===== src/rtl/jtopl_eg_rate.sv =====
// rtl/jtopl_eg_rate.sv - envelope rate/step engine: slot sequencer, global counter, per-slot step decision
module jtopl_eg_rate #(
    parameter int NSLOTS = 18,
    parameter int CNTW   = 15,
    parameter int SLOTW  = 5
) (
    input  logic             clk,
    input  logic             rst_n,
    input  logic             i_cen,
    input  logic             i_attack,
    input  logic [4:0]       i_base_rate,
    input  logic [3:0]       i_keycode,
    input  logic             i_ksr,
    input  logic             i_kon,
    output logic [SLOTW-1:0] o_slot,
    output logic [CNTW-1:0]  o_eg_cnt,
    output logic             o_step,
    output logic [5:0]       o_rate,
    output logic             o_sum_up,
    output logic [SLOTW-1:0] o_out_slot,
    output logic             o_out_valid
);
    localparam int TOPSEL = CNTW - 4;

    logic [SLOTW-1:0]      r_slot;
    logic [CNTW-1:0]       r_eg_cnt;
    logic                  r_step;
    logic [5:0]            r_rate;
    logic                  r_sum_up;
    logic [SLOTW-1:0]      r_out_slot;
    logic                  r_out_valid;
    logic [2**SLOTW-1:0]   r_lsb;

    logic [3:0] w_ks;
    logic [6:0] w_pre;
    logic [5:0] w_rate;
    logic [4:0] w_sel;
    int         w_shamt;
    logic [2:0] w_cnt;
    logic [7:0] w_pat;
    logic       w_step;
    logic       w_prev;
    logic       w_last;

    assign w_ks   = i_ksr ? (i_keycode >> 1) : (i_keycode >> 3);
    assign w_pre  = (i_base_rate == 5'd0) ? 7'd0
                  : ({1'b0, i_base_rate, 1'b0} + {3'b000, w_ks});
    assign w_rate = (w_pre >= 7'd60) ? 6'd63 : w_pre[5:0];
    assign w_sel  = i_attack ? ({1'b0, w_rate[5:2]} + 5'd1) : {1'b0, w_rate[5:2]};

    // Faster rates tap lower (faster toggling) counter bits; saturate at the bottom 3 bits.
    always_comb begin
        w_shamt = 0;
        if (int'(w_sel) < TOPSEL)
            w_shamt = TOPSEL - int'(w_sel);
    end

    assign w_cnt = 3'(r_eg_cnt >> w_shamt);

    always_comb begin
        w_pat = 8'h00;
        if (w_rate[5:4] == 2'b11) begin
            if (i_attack && (w_rate[5:2] == 4'hF)) begin
                w_pat = 8'hFF;
            end else begin
                case (w_rate[1:0])
                    2'd0:    w_pat = 8'h00;
                    2'd1:    w_pat = 8'h88;
                    2'd2:    w_pat = 8'hAA;
                    default: w_pat = 8'hEE;
                endcase
            end
        end else begin
            if (!i_attack && (w_rate[5:2] == 4'h0)) begin
                w_pat = 8'hFE;
            end else begin
                case (w_rate[1:0])
                    2'd0:    w_pat = 8'hAA;
                    2'd1:    w_pat = 8'hEA;
                    2'd2:    w_pat = 8'hEE;
                    default: w_pat = 8'hFE;
                endcase
            end
        end
    end

    assign w_step = (w_rate[5:1] == 5'd0) ? 1'b0 : w_pat[w_cnt];
    assign w_prev = i_kon ? 1'b0 : r_lsb[r_slot];
    assign w_last = (r_slot == SLOTW'(NSLOTS - 1));

    always_ff @(posedge clk or negedge rst_n) begin
        if (!rst_n) begin
            r_slot      <= '0;
            r_eg_cnt    <= '0;
            r_step      <= 1'b0;
            r_rate      <= 6'd0;
            r_sum_up    <= 1'b0;
            r_out_slot  <= '0;
            r_out_valid <= 1'b0;
            r_lsb       <= '0;
        end else begin
            r_out_valid <= i_cen;
            if (i_cen) begin
                r_slot        <= w_last ? '0 : (r_slot + SLOTW'(1));
                if (w_last)
                    r_eg_cnt  <= r_eg_cnt + CNTW'(1);
                r_step        <= w_step;
                r_rate        <= w_rate;
                r_sum_up      <= w_cnt[0] != w_prev;
                r_out_slot    <= r_slot;
                r_lsb[r_slot] <= w_cnt[0];
            end
        end
    end

    assign o_slot      = r_slot;
    assign o_eg_cnt    = r_eg_cnt;
    assign o_step      = r_step;
    assign o_rate      = r_rate;
    assign o_sum_up    = r_sum_up;
    assign o_out_slot  = r_out_slot;
    assign o_out_valid = r_out_valid;
endmodule


===== config.mk =====
export PLATFORM = sky130hd
export DESIGN_NAME = jtopl_eg_rate
export DESIGN_NICKNAME = d
export VERILOG_FILES = /design/src/rtl/jtopl_eg_rate.sv
export SDC_FILE = /design/constraint.sdc
export NUM_CORES = 1
export LEC_CHECK = 0
export BUFFER_PORTS_ARGS = -buffer_cell sky130_fd_sc_hd__buf_2
export CORE_MARGIN = 5
export CORE_UTILIZATION = 34
export DETAILED_ROUTE_END_ITERATION = 7
export PLACE_DENSITY = 0.59
export SLEW_MARGIN = 20
export SYNTH_ARGS = -nofsm -noshare
export SYNTH_HDL_FRONTEND = slang
export SYNTH_SLANG_ARGS = --single-unit

===== constraint.sdc =====
create_clock -name clk -period 4.81 [get_ports clk]
set_clock_uncertainty 0.05 [all_clocks]
set_input_delay 0.2405 -clock clk [delete_from_list [all_inputs] [get_ports clk]]
set_output_delay 0.2405 -clock clk [all_outputs]
set_load 0.03 [all_outputs]

==> results.json <==
{
  "finalSetupTns_ns": 0,
  "grt_antenna_before_repair": 0,
  "overflow": 0,
  "wl_per_cell_um": 15.7,
  "grt_pass1_vias": 3513,
  "synth_top_cell_area_share_pct": 37.9,
  "clk_pin_slew_ns": 0.05,
  "drc": 0,
  "synth_area_per_cell_um2": 10.0,
  "worstSetupPathType": "input port to flip-flop",
  "io_pins": 49,
  "wirelength_um": 10300,
  "synth-main-ff-cell": "dfrtp_1",
  "place_congestion": 0.855,
  "row_count": 41,
  "vias_per_cell": 5.39,
  "synthAdderAreaFrac_pct": 3.85,
  "cts_hold_buf": 0,
  "power_frac_clock_pct": 29.6,
  "die_w_um": 123,
  "use_met1_pct": 17.5,
  "die-area_um2": 15200,
  "finalSetupViolations": 0,
  "synth_area_um2": 4360,
  "drive_gt1_share_pct": 25.4,
  "p_per_area_nw_per_um2": 425,
  "intPower_mw": 1.35,
  "switching_share_pct": 37.2,
  "synth_compound_area_share_pct": 23.3,
  "cts_buffers": 9,
  "arrival_ns": 4.65,
  "period_minus_slack_ns": 4.48,
  "cp-start-kind": "input port",
  "core_um2": 12600,
  "max_freq_mhz": 223,
  "share_comb_of_total_power_pct": 35.0,
  "synth_nets": 462,
  "synth_top_family_by_area": "compound AO/OA/AOI/OAI gates",
  "yosys.area.top_type": "dfrtp_1",
  "finalCritPeriodShare_pct": 93.2,
  "cts.sink_count": 66,
  "io_buffers": 47,
  "synth-edff-count": 0,
  "grt_max_degree": 67,
  "leakagePower_nw": 2.21,
  "ir_drop_mv": 0.192,
  "nNetsFinal": 508,
  "syn_to_final_growth_pct": 16.4,
  "syn_inst": 435,
  "max-cap-violations": 0,
  "p_seq_share_pct": 35.4,
  "ys_async_sr_fraction_pct": 100,
  "hold_class": "input port to async pin",
  "rsz0062_at_grt": "false",
  "synth.area.mux_share_pct": 11.8,
  "endpoint_kind": "flip-flop",
  "num-fill-cells": 1242,
  "cts_tree": "yes",
  "met2_usage_pct": 25.8,
  "drt_iter0_markers": 267,
  "slowest_stage": "fa_1",
  "drtAntennaViolNets": 0,
  "synth-xor-area-share_pct": 3.82,
  "die_h_um": 123,
  "cts_root_buf": "clkbuf_16",
  "post_synth_and_or_nand_nor_area_fraction_pct": 14.8,
  "synth_area_leaders": "dfrtp_1 (38%), o31ai_1 (5.3%), o21ai_0 (4.8%)",
  "status": "finished, final reports clean",
  "critical-path-max-stage-delay_ns": 0.49,
  "tightest_slew_ns": 0.855,
  "yosysUniqueCellTypes": 74,
  "postCtsSetupRepairBufs": 0,
  "grt_use_met3_pct": 2.88,
  "clk_latency_ns": 0.33,
  "synth-seq-cells": 66,
  "ys_warn_count": 0,
  "worst-path-max-fanout": 24,
  "worstPathRequired_ns": 4.98,
  "final_area_um2": 5070,
  "ys_seq_area_share_pct": 37.9,
  "dr_total_vias": 3539,
  "power.net_switching_mw": 0.800,
  "path_cells": "buf_2, and2_1, ha_1, inv_1, fa_1, or2_0, o21ai_1, nor2_1, inv_1, ha_1, nand2_1, xnor2_1, nand2_1, ha_1, inv_1, nor2_1, mux2_2, o211ai_4, mux2_4, a2111oi_4, a21oi_4, buf_12, o31ai_1",
  "drv_slew": 0,
  "slew_headroom_pct": 43.0,
  "cts_resized": 0,
  "antenna_cells": 0,
  "grt.busiest_layer": "met2",
  "cts_htree_levels": 3,
  "clock_path_buffers": 2,
  "hpwl_um": 7520,
  "track_usage_pct": 14.6,
  "final_hold_viol_count": 0,
  "place_area_um2": 4780,
  "grt_pass1_wl_um": 17600,
  "drt_pass1_iterations": 5,
  "initial_utilization_pct": 34.7
}
## synthesized netlist by cell type (2+ instances only)
cell type and number:
xor2_1 4, and2_1 5, inv_1 13, nor2_1 25, a211oi_1 6, dfrtp_1 66
o211a_1 2, mux2_2 14, o31ai_2 4, a31oi_1 3, clkbuf_1 17, or2_2 2
o21ai_0 42, nor2b_1 4, nand2_1 31, o31ai_1 31, a21o_1 2, nand2b_1 8
nand4_1 7, o22ai_1 3, a21oi_1 13, xnor2_1 15, mux2i_1 16, mux4_2 8
a22oi_1 2, buf_2 2, buf_6 6, nand3_1 11, buf_1 2, ha_1 11
o211ai_1 2, and3_1 8, nand3b_1 2, nor3_1 8
## stage by stage
step	hold WS [ns]	instances	worst slack, ns	util (%)	power [mW]
final	0.0414	657	0.327	40.3	2.15
after global routing	0.123	657	0.0426	40.3	2.29
after CTS	0.0827	657	0.316	40.3	2.18
after detailed placement	0.432	642	0.0174	38.1	1.53
after global placement	0.417	642	0.103	38.1	1.51
after floorplan	-0.105	435	0.0282	-	1.33
## power by group through the flow
stage               logic (mW)  clock network (mW)  registers [mW]
floorplan                0.513                   0           0.812
global placement         0.743                   0           0.768
detailed placement       0.758                   0           0.774
CTS                      0.762               0.654           0.764
global route             0.829               0.682           0.781
finish                   0.754               0.637           0.762
## cells in the final DEF, fill, tap and decap left out, types with 2 or more instances in the layout
cell / netlist / layout
nand3b_1: 2 / 2
nor3_1: 8 / 8
nor2b_1: 4 / 4
a211oi_1: 6 / 6
mux2_2: 14 / 14
nand2b_1: 8 / 8
nand2_1: 31 / 31
inv_1: 13 / 13
mux4_2: 8 / 8
o22ai_1: 3 / 3
a31oi_1: 3 / 3
xor2_1: 4 / 4
o31ai_2: 4 / 4
clkbuf_1: 17 / 2
and2_1: 5 / 5
mux2i_1: 16 / 16
or2_2: 2 / 2
xnor2_1: 15 / 15
clkinv_2: 0 / 2
nor2_1: 25 / 25
a22oi_1: 2 / 2
o21ai_0: 42 / 42
o211ai_1: 2 / 2
clkbuf_16: 0 / 9
a21oi_1: 13 / 13
dfrtp_1: 66 / 66
o31ai_1: 31 / 31
nand4_1: 7 / 7
ha_1: 11 / 11
o211a_1: 2 / 2
and3_1: 8 / 8
buf_2: 2 / 47
buf_4: 0 / 14
a21o_1: 2 / 2
nand3_1: 11 / 11
## final timing paths
check,startpoint,to,slack [ns],depth (start not counted)
max in group asynchronous,rst_n,o_sum_up$_DFFE_PN0P_,4.08,2
hold reg to reg,o_rate[5]$_DFFE_PN0P_,o_rate[5]$_DFFE_PN0P_,0.45,1
min in group clk,i_kon,o_sum_up$_DFFE_PN0P_,0.24,4
setup reg to reg,o_slot[1]$_DFFE_PN0P_,o_eg_cnt[13]$_DFFE_PN0P_,1.63,10
hold / removal,rst_n,o_eg_cnt[11]$_DFFE_PN0P_,0.04,2
setup / recovery,i_ksr,r_lsb[20]$_DFFE_PN0P_,0.33,23
## cell families (layout without fill, tap and decap cells)
kind of cell | count (synthesis) | after routing
compound gates | 134 | 134
simple gates | 123 | 123
flops | 66 | 66
buf+inv | 41 | 91
mux | 39 | 39
xor+xnor | 19 | 19
fa+ha+maj | 13 | 13
## registers in the layout, summed over array words and instances (netlist names)
signal       cells
o_slot           5
o_eg_cnt        15
r_lsb           32
o_out_slot       5
o_out_valid      1
o_step           1
o_rate           6
o_sum_up         1
## critical path: cells and delay by family
family                   cells  cell delay (ns)
AO/OA/AOI/OAI                5             1.11
adder cells (fa/ha/maj)      4             1.06
AND/OR/NAND/NOR              6             0.76
multiplexers                 2             0.66
buffers and inverters        5             0.54
XOR/XNOR                     1             0.29
## cell type report
cell class / count / area [um^2] / area share (%)
Multi-Input combinational cell: 328 / 2500 / 49.4
Sequential cell: 66 / 1650 / 32.6
Timing Repair Buffer: 62 / 360 / 7.11
Clock buffer: 12 / 246 / 4.86
Tap cell: 172 / 215 / 4.24
Inverter: 14 / 52.6 / 1.04
Clock inverter: 3 / 40.0 / 0.790
## per-layer routing
metal  routed length (um)  up-vias
li1                     -     1720
met1                 4250     1748
met2                 5500       57
met3                  374       14
met4                  186        0
met5                    0        -
No activity file was read; power rests on OpenSTA's default activity.
